## config.mk

```make
export PLATFORM = sky130hd
export DESIGN_NAME = cond_flag_unit
export DESIGN_NICKNAME = d
export VERILOG_FILES = /design/src/rtl/cond_flag_unit.sv
export SDC_FILE = /design/constraint.sdc
export NUM_CORES = 1
export LEC_CHECK = 0
export ABC_CLOCK_PERIOD_IN_PS = 3000
export BUFFER_PORTS_ARGS = -buffer_cell sky130_fd_sc_hd__buf_2
export CAP_MARGIN = 40
export CORE_UTILIZATION = 45
export CTS_BUF_LIST = sky130_fd_sc_hd__clkbuf_4 sky130_fd_sc_hd__clkbuf_8
export CTS_CLUSTER_DIAMETER = 50
export DETAILED_ROUTE_END_ITERATION = 10
export PLACE_DENSITY_LB_ADDON = 0.05
export SKIP_CTS_REPAIR_TIMING = 1
export SYNTH_ARGS = -nofsm -noshare
export SYNTH_HDL_FRONTEND = slang
export SYNTH_SLANG_ARGS = --single-unit
```

## constraint.sdc

```tcl
create_clock -name clk -period 3 [get_ports clk]
set_input_delay 0.75 -clock clk [delete_from_list [all_inputs] [get_ports clk]]
set_output_delay 0.75 -clock clk [all_outputs]
set_load 0.02 [all_outputs]
```

## src/rtl/cond_flag_unit.sv

```systemverilog
// cond_flag_unit: NZCV condition-flag register and B.cond evaluator.
//
// Holds the architectural flags written by retiring flag-setting ops, counts the
// flag-setting ops still in flight, and resolves branch-condition requests once
// every older flag writer has retired.
//
// Optional feature (compile-time macro FLAGS_BYPASS_EN):
//   defined   - a branch may resolve in the cycle its last older writer retires,
//               using the retiring flags directly.
//   undefined - a branch resolves only from the registered flags, one cycle later.
//
// Ports:
//   clk            in   clock, rising edge
//   reset_n        in   synchronous active-low reset
//   flag_issue     in   flag-setting op entered the pipeline (older than any branch this cycle)
//   flag_we        in   flag-setting op retires; flags below are written
//   negative       in   ALU N flag
//   zero           in   ALU Z flag
//   overflow       in   ALU V flag
//   carry_out      in   ALU C flag
//   br_valid       in   branch request valid
//   br_cond        in   [3:0] condition code
//   br_ready       out  request can be accepted
//   br_resp_valid  out  one-cycle pulse, br_taken valid
//   br_taken       out  condition result, held until the next evaluation
//   nzcv           out  [3:0] registered flags {N,Z,C,V}
//   pend_err       out  sticky pending-counter overflow/underflow
module cond_flag_unit #(
  parameter int unsigned MAX_PENDING = 3
) (
  input  logic       clk,
  input  logic       reset_n,
  input  logic       flag_issue,
  input  logic       flag_we,
  input  logic       negative,
  input  logic       zero,
  input  logic       overflow,
  input  logic       carry_out,
  input  logic       br_valid,
  input  logic [3:0] br_cond,
  output logic       br_ready,
  output logic       br_resp_valid,
  output logic       br_taken,
  output logic [3:0] nzcv,
  output logic       pend_err
);

  localparam int unsigned CW = $clog2(MAX_PENDING + 1);
  localparam logic [CW-1:0] MaxPend = CW'(MAX_PENDING);
  localparam logic [CW:0]   MaxWide = (CW + 1)'(MAX_PENDING);

  typedef enum logic [1:0] {StIdle, StWait, StResp} state_e;

  state_e state_q, state_d;

  logic [CW-1:0] pend_q, pend_d;
  logic [CW-1:0] wcnt_q, wcnt_d;
  logic [3:0]    nzcv_q, nzcv_d;
  logic [3:0]    cond_q, cond_d;
  logic          taken_q, taken_d;
  logic          err_q, err_d;

  logic [3:0]    in_flags;
  logic [CW:0]   eff_sum, eff_net;
  logic [CW-1:0] eff;
  logic          eval_idle, eval_wait;
  logic [3:0]    src_idle, src_wait;

  assign in_flags = {negative, zero, carry_out, overflow};

  // Condition table over F = {N,Z,C,V}. Odd codes invert their even partner,
  // except 14/15 which are always taken.
  function automatic logic eval_cond(input logic [3:0] cond, input logic [3:0] f);
    logic n, z, c, v, base;
    n    = f[3];
    z    = f[2];
    c    = f[1];
    v    = f[0];
    base = 1'b1;
    case (cond[3:1])
      3'd0:    base = z;
      3'd1:    base = c;
      3'd2:    base = n;
      3'd3:    base = v;
      3'd4:    base = c & ~z;
      3'd5:    base = (n == v);
      3'd6:    base = ~z & (n == v);
      default: base = 1'b1;
    endcase
    if (cond[3:1] == 3'd7) begin
      return 1'b1;
    end
    return base ^ cond[0];
  endfunction

  // Older writers still outstanding after this cycle, as seen by a branch
  // accepted now: a same-cycle issue is older, a same-cycle retire is gone.
  always_comb begin
    eff_sum = {1'b0, pend_q} + (CW + 1)'(flag_issue);
    eff_net = eff_sum;
    if (flag_we && (eff_sum != '0)) begin
      eff_net = eff_sum - (CW + 1)'(1);
    end
    eff = (eff_net > MaxWide) ? MaxPend : eff_net[CW-1:0];
  end

  // Evaluate conditions and flag sources for the two places a branch resolves.
`ifdef FLAGS_BYPASS_EN
  always_comb begin
    eval_idle = (eff == '0);
    src_idle  = flag_we ? in_flags : nzcv_q;
    eval_wait = (wcnt_q == '0) || ((wcnt_q == CW'(1)) && flag_we);
    src_wait  = ((wcnt_q == CW'(1)) && flag_we) ? in_flags : nzcv_q;
  end
`else
  always_comb begin
    eval_idle = (eff == '0) && !flag_we;
    src_idle  = nzcv_q;
    eval_wait = (wcnt_q == '0) && !flag_we;
    src_wait  = nzcv_q;
  end
`endif

  // FSM state register.
  always_ff @(posedge clk) begin
    if (!reset_n) begin
      state_q <= StIdle;
    end else begin
      state_q <= state_d;
    end
  end

  // FSM next-state logic.
  always_comb begin
    state_d = state_q;
    case (state_q)
      StIdle: begin
        if (br_valid) begin
          state_d = eval_idle ? StResp : StWait;
        end
      end
      StWait: begin
        if (eval_wait) begin
          state_d = StResp;
        end
      end
      StResp:  state_d = StIdle;
      default: state_d = StIdle;
    endcase
  end

  // FSM outputs.
  always_comb begin
    br_ready      = (state_q == StIdle) && reset_n;
    br_resp_valid = (state_q == StResp);
  end

  // Pending counter, flag register and branch datapath next state.
  always_comb begin
    pend_d  = pend_q;
    err_d   = err_q;
    nzcv_d  = nzcv_q;
    wcnt_d  = wcnt_q;
    cond_d  = cond_q;
    taken_d = taken_q;

    case ({flag_issue, flag_we})
      2'b10: begin
        if (pend_q == MaxPend) begin
          err_d = 1'b1;
        end else begin
          pend_d = pend_q + CW'(1);
        end
      end
      2'b01: begin
        if (pend_q == '0) begin
          err_d = 1'b1;
        end else begin
          pend_d = pend_q - CW'(1);
        end
      end
      default: pend_d = pend_q;
    endcase

    if (flag_we) begin
      nzcv_d = in_flags;
    end

    case (state_q)
      StIdle: begin
        if (br_valid) begin
          cond_d = br_cond;
          wcnt_d = eff;
          if (eval_idle) begin
            taken_d = eval_cond(br_cond, src_idle);
          end
        end
      end
      StWait: begin
        // Only older writers retire against wcnt; younger issues are ignored.
        if (flag_we && (wcnt_q != '0)) begin
          wcnt_d = wcnt_q - CW'(1);
        end
        if (eval_wait) begin
          taken_d = eval_cond(cond_q, src_wait);
        end
      end
      default: wcnt_d = wcnt_q;
    endcase
  end

  always_ff @(posedge clk) begin
    if (!reset_n) begin
      pend_q  <= '0;
      err_q   <= 1'b0;
      nzcv_q  <= 4'h0;
      wcnt_q  <= '0;
      cond_q  <= 4'h0;
      taken_q <= 1'b0;
    end else begin
      pend_q  <= pend_d;
      err_q   <= err_d;
      nzcv_q  <= nzcv_d;
      wcnt_q  <= wcnt_d;
      cond_q  <= cond_d;
      taken_q <= taken_d;
    end
  end

  assign br_taken = taken_q;
  assign nzcv     = nzcv_q;
  assign pend_err = err_q;

endmodule

```

==> results.py <==
metrics = {
    "grt": {
        "grt_overflow_total": 0,
        "grt_usage": 0.189,
        "grt_max_degree": 11,
        "grt_pass1_wl_um": 3710,
        "antenna_found_initial": 0,
        "grt_pass1_vias": 870,
    },
    "sta": {
        "setup_tns_ps": 0,
        "skew_ps": 1.18,
        "setup_viol": 0,
        "final.period_utilization": 0.789,
        "slew_headroom": 0.702,
        "rsz0062_at_grt": "false",
        "hold_slack_ps": 478,
        "fmaxAchievable_mhz": 422,
        "period_needed_ps": 2370,
        "hold_viol_final": 0,
        "finalMaxSlewViolations": 0,
        "worst_pin_slew_ps": 446,
    },
    "final_layout": {
        "multiInputGateArea_um2": 707,
        "final_nets": 169,
        "seq_area_um2": 320,
        "nFillCells": 241,
        "diodes": 0,
        "drive_gt1_frac": 0.209,
        "area_delta_synth_final_pct": 13.7,
    },
    "yosys": {
        "synthMuxAreaShare": 0.129,
        "netlist_area_um2": 1100,
        "yosysWarnings": 0,
        "synth_edf_count": 0,
        "yosysUniqueCellTypes": 38,
        "synth.avg_cell_area_um2": 8.76,
        "yosys.area_share.simple": 0.266,
        "synth_commonest_cells": "dfxtp_1 (16), inv_1 (12), mux2i_1 (12)",
        "async_flop_share": 0,
        "yosysTopAreaCellShare": 0.290,
        "synthAdderAreaFrac": 0.0794,
        "synthesis.nets": 146,
        "synthXorXnorAreaFrac": 0.00794,
        "yosysSeqAreaShare": 0.290,
        "synth_area_leaders": "dfxtp_1 (29%), mux2i_1 (11%), ha_1 (7.9%)",
        "synth_most_common_cell": "dfxtp_1",
        "synth_top_family_by_area": "simple AND/OR/NAND/NOR gates",
        "synth-seq-cells": 16,
        "yosysTopAreaCell": "dfxtp_1",
        "synth_compound_area_frac": 0.158,
        "syn_inst": 126,
        "yosys_most_used_dff": "dfxtp_1",
    },
    "placed_design": {
        "gp_congestion": 0.783,
        "hpwl_um": 1730,
        "portBuffers": 20,
    },
    "floorplan": {
        "rows": 17,
        "core_area_um2": 2250,
        "floorplan.die.width_um": 51.5,
        "die-height_um": 51.5,
        "initial_core_util": 0.489,
        "io_pins": 21,
        "die-area_um2": 2650,
    },
    "pwr": {
        "p_leak_nw": 0.584,
        "power_density_nw_per_um2": 469,
        "p_total_mw": 0.589,
        "vdd_drop_max_mv": 0.230,
    },
    "worst_setup_path": {
        "endpoint_kind": "register",
        "rrSetupSlack_ps": 820,
        "critPathLaunchType": "input pin",
        "r2r_cells": 9,
        "critPathArrivalTime_ps": 2610,
        "r2r_end": "wcnt_q[1]",
        "r2r-start": "pend_q[0]",
        "critical_path_class": "in -> reg",
        "critical_path_required_ps": 3240,
        "critPathMaxFanout": 4,
    },
    "clock_tree": {
        "cts_root_buf": "clkbuf_4",
        "htree_num_levels": 1,
        "clkSinkCount": 16,
        "clkSlewWorstSetupHoldPaths_ps": 100,
        "clk_latency_ps": 290,
        "clockBufferDepth": 2,
        "cts_tree": "yes",
        "cts_buffers": 3,
    },
    "detailed_routing": {
        "drt_iter0_drc": 13,
        "antenna_left": 0,
        "via_per_inst": 5.44,
        "firstDrtPassIters": 4,
        "post_drt_wl_per_cell_um": 13.0,
        "routed_wl_um": 2280,
        "num_vias": 957,
        "route.detailed.drc": 0,
    },
    "hold_path": {
        "hold_end": "pend_err",
        "hp-class": "reg -> reg",
        "worstHoldPathCells": 2,
        "hp-start": "pend_err",
    },
    "status": {
        "status": "completed",
    },
    "run": {
        "cap_viol_max_count": 0,
    },
}
-- cell type report --
cell class                      instances  share of cell area
Clock buffer                            4              0.0289
Multi-Input combinational cell         94               0.563
Tap cell                               28              0.0279
Inverter                               13              0.0389
Timing Repair Buffer                   21              0.0857
Sequential cell                        16               0.255
-- how the worst max path moves through the flow --
| stage | start | end | cells after the start | slack (ps) |
|---|---|---|---|---|
| 5_1_grt | flag_issue | wcnt_q[0] | 11 | 510 |
| 3_5_place_dp | flag_issue | wcnt_q[0] | 11 | 340 |
| 4_1_cts | flag_issue | wcnt_q[0] | 11 | 640 |
| 6_report | flag_issue | wcnt_q[1] | 10 | 630 |
| 3_3_place_gp | flag_issue | wcnt_q[1] | 10 | 420 |
| 2_1_floorplan | flag_issue | wcnt_q[1] | 8 | 640 |
-- layer usage --
metal | vias to the layer above | track usage | wire length [µm]
li1 | 496 | - | -
met1 | 436 | 0.243 | 1110
met2 | 21 | 0.318 | 1060
met3 | 4 | 0.0175 | 83
met4 | 0 | 0.0811 | 29
met5 | - | 0 | 0
-- stage by stage --
stage,std cells,worst slack [ps],instance area [µm²],utilization
finish,176,632,1250,0.557
global route,176,505,1250,0.557
CTS,176,640,1250,0.557
detailed placement,172,342,1220,0.541
global placement,172,420,1220,0.541
floorplan,126,643,1100,-
-- logic make-up after synthesis --
logic type	Yosys count
adders and majority gates	7
AOI/OAI and AO/OA	23
and+or+nand+nor	49
DFF	16
xor gates and xnor gates	1
muxes	14
buffers and inverters	16
-- layout by cell type (no fill, tap or decap), drive strengths merged, types with 3 or more instances in the layout --
cell,n
a21oi,6
a31oi,5
buf,21
clkbuf,4
dfxtp,16
ha,7
inv,12
mux2i,12
nand2,9
nand3b,3
nor2,11
nor2b,8
nor3,5
nor3b,4
-- flip-flops by register name, indices dropped and copies added (netlist names) --
register  count
br_taken      1
cond_q        4
nzcv          4
pend_err      1
pend_q        2
state_q       2
wcnt_q        2
-- power breakdown --
part | switching (mW) | internal, mW | total (mW)
Sequential | 0.0252 | 0.233 | 0.259
Clock | 0.0713 | 0.0739 | 0.145
Combinational | 0.0994 | 0.0854 | 0.185
Total | 0.196 | 0.393 | 0.589
-- critical path: stages --
cell and delay [ps]:
buf_2 110, ha_1 190, ha_1 350, inv_1 60, ha_1 190, ha_1 180, nor2b_1 240, nor3_1 80
a311oi_1 280, o311a_1 170
Note: power is estimated with default switching activity, not from simulation.
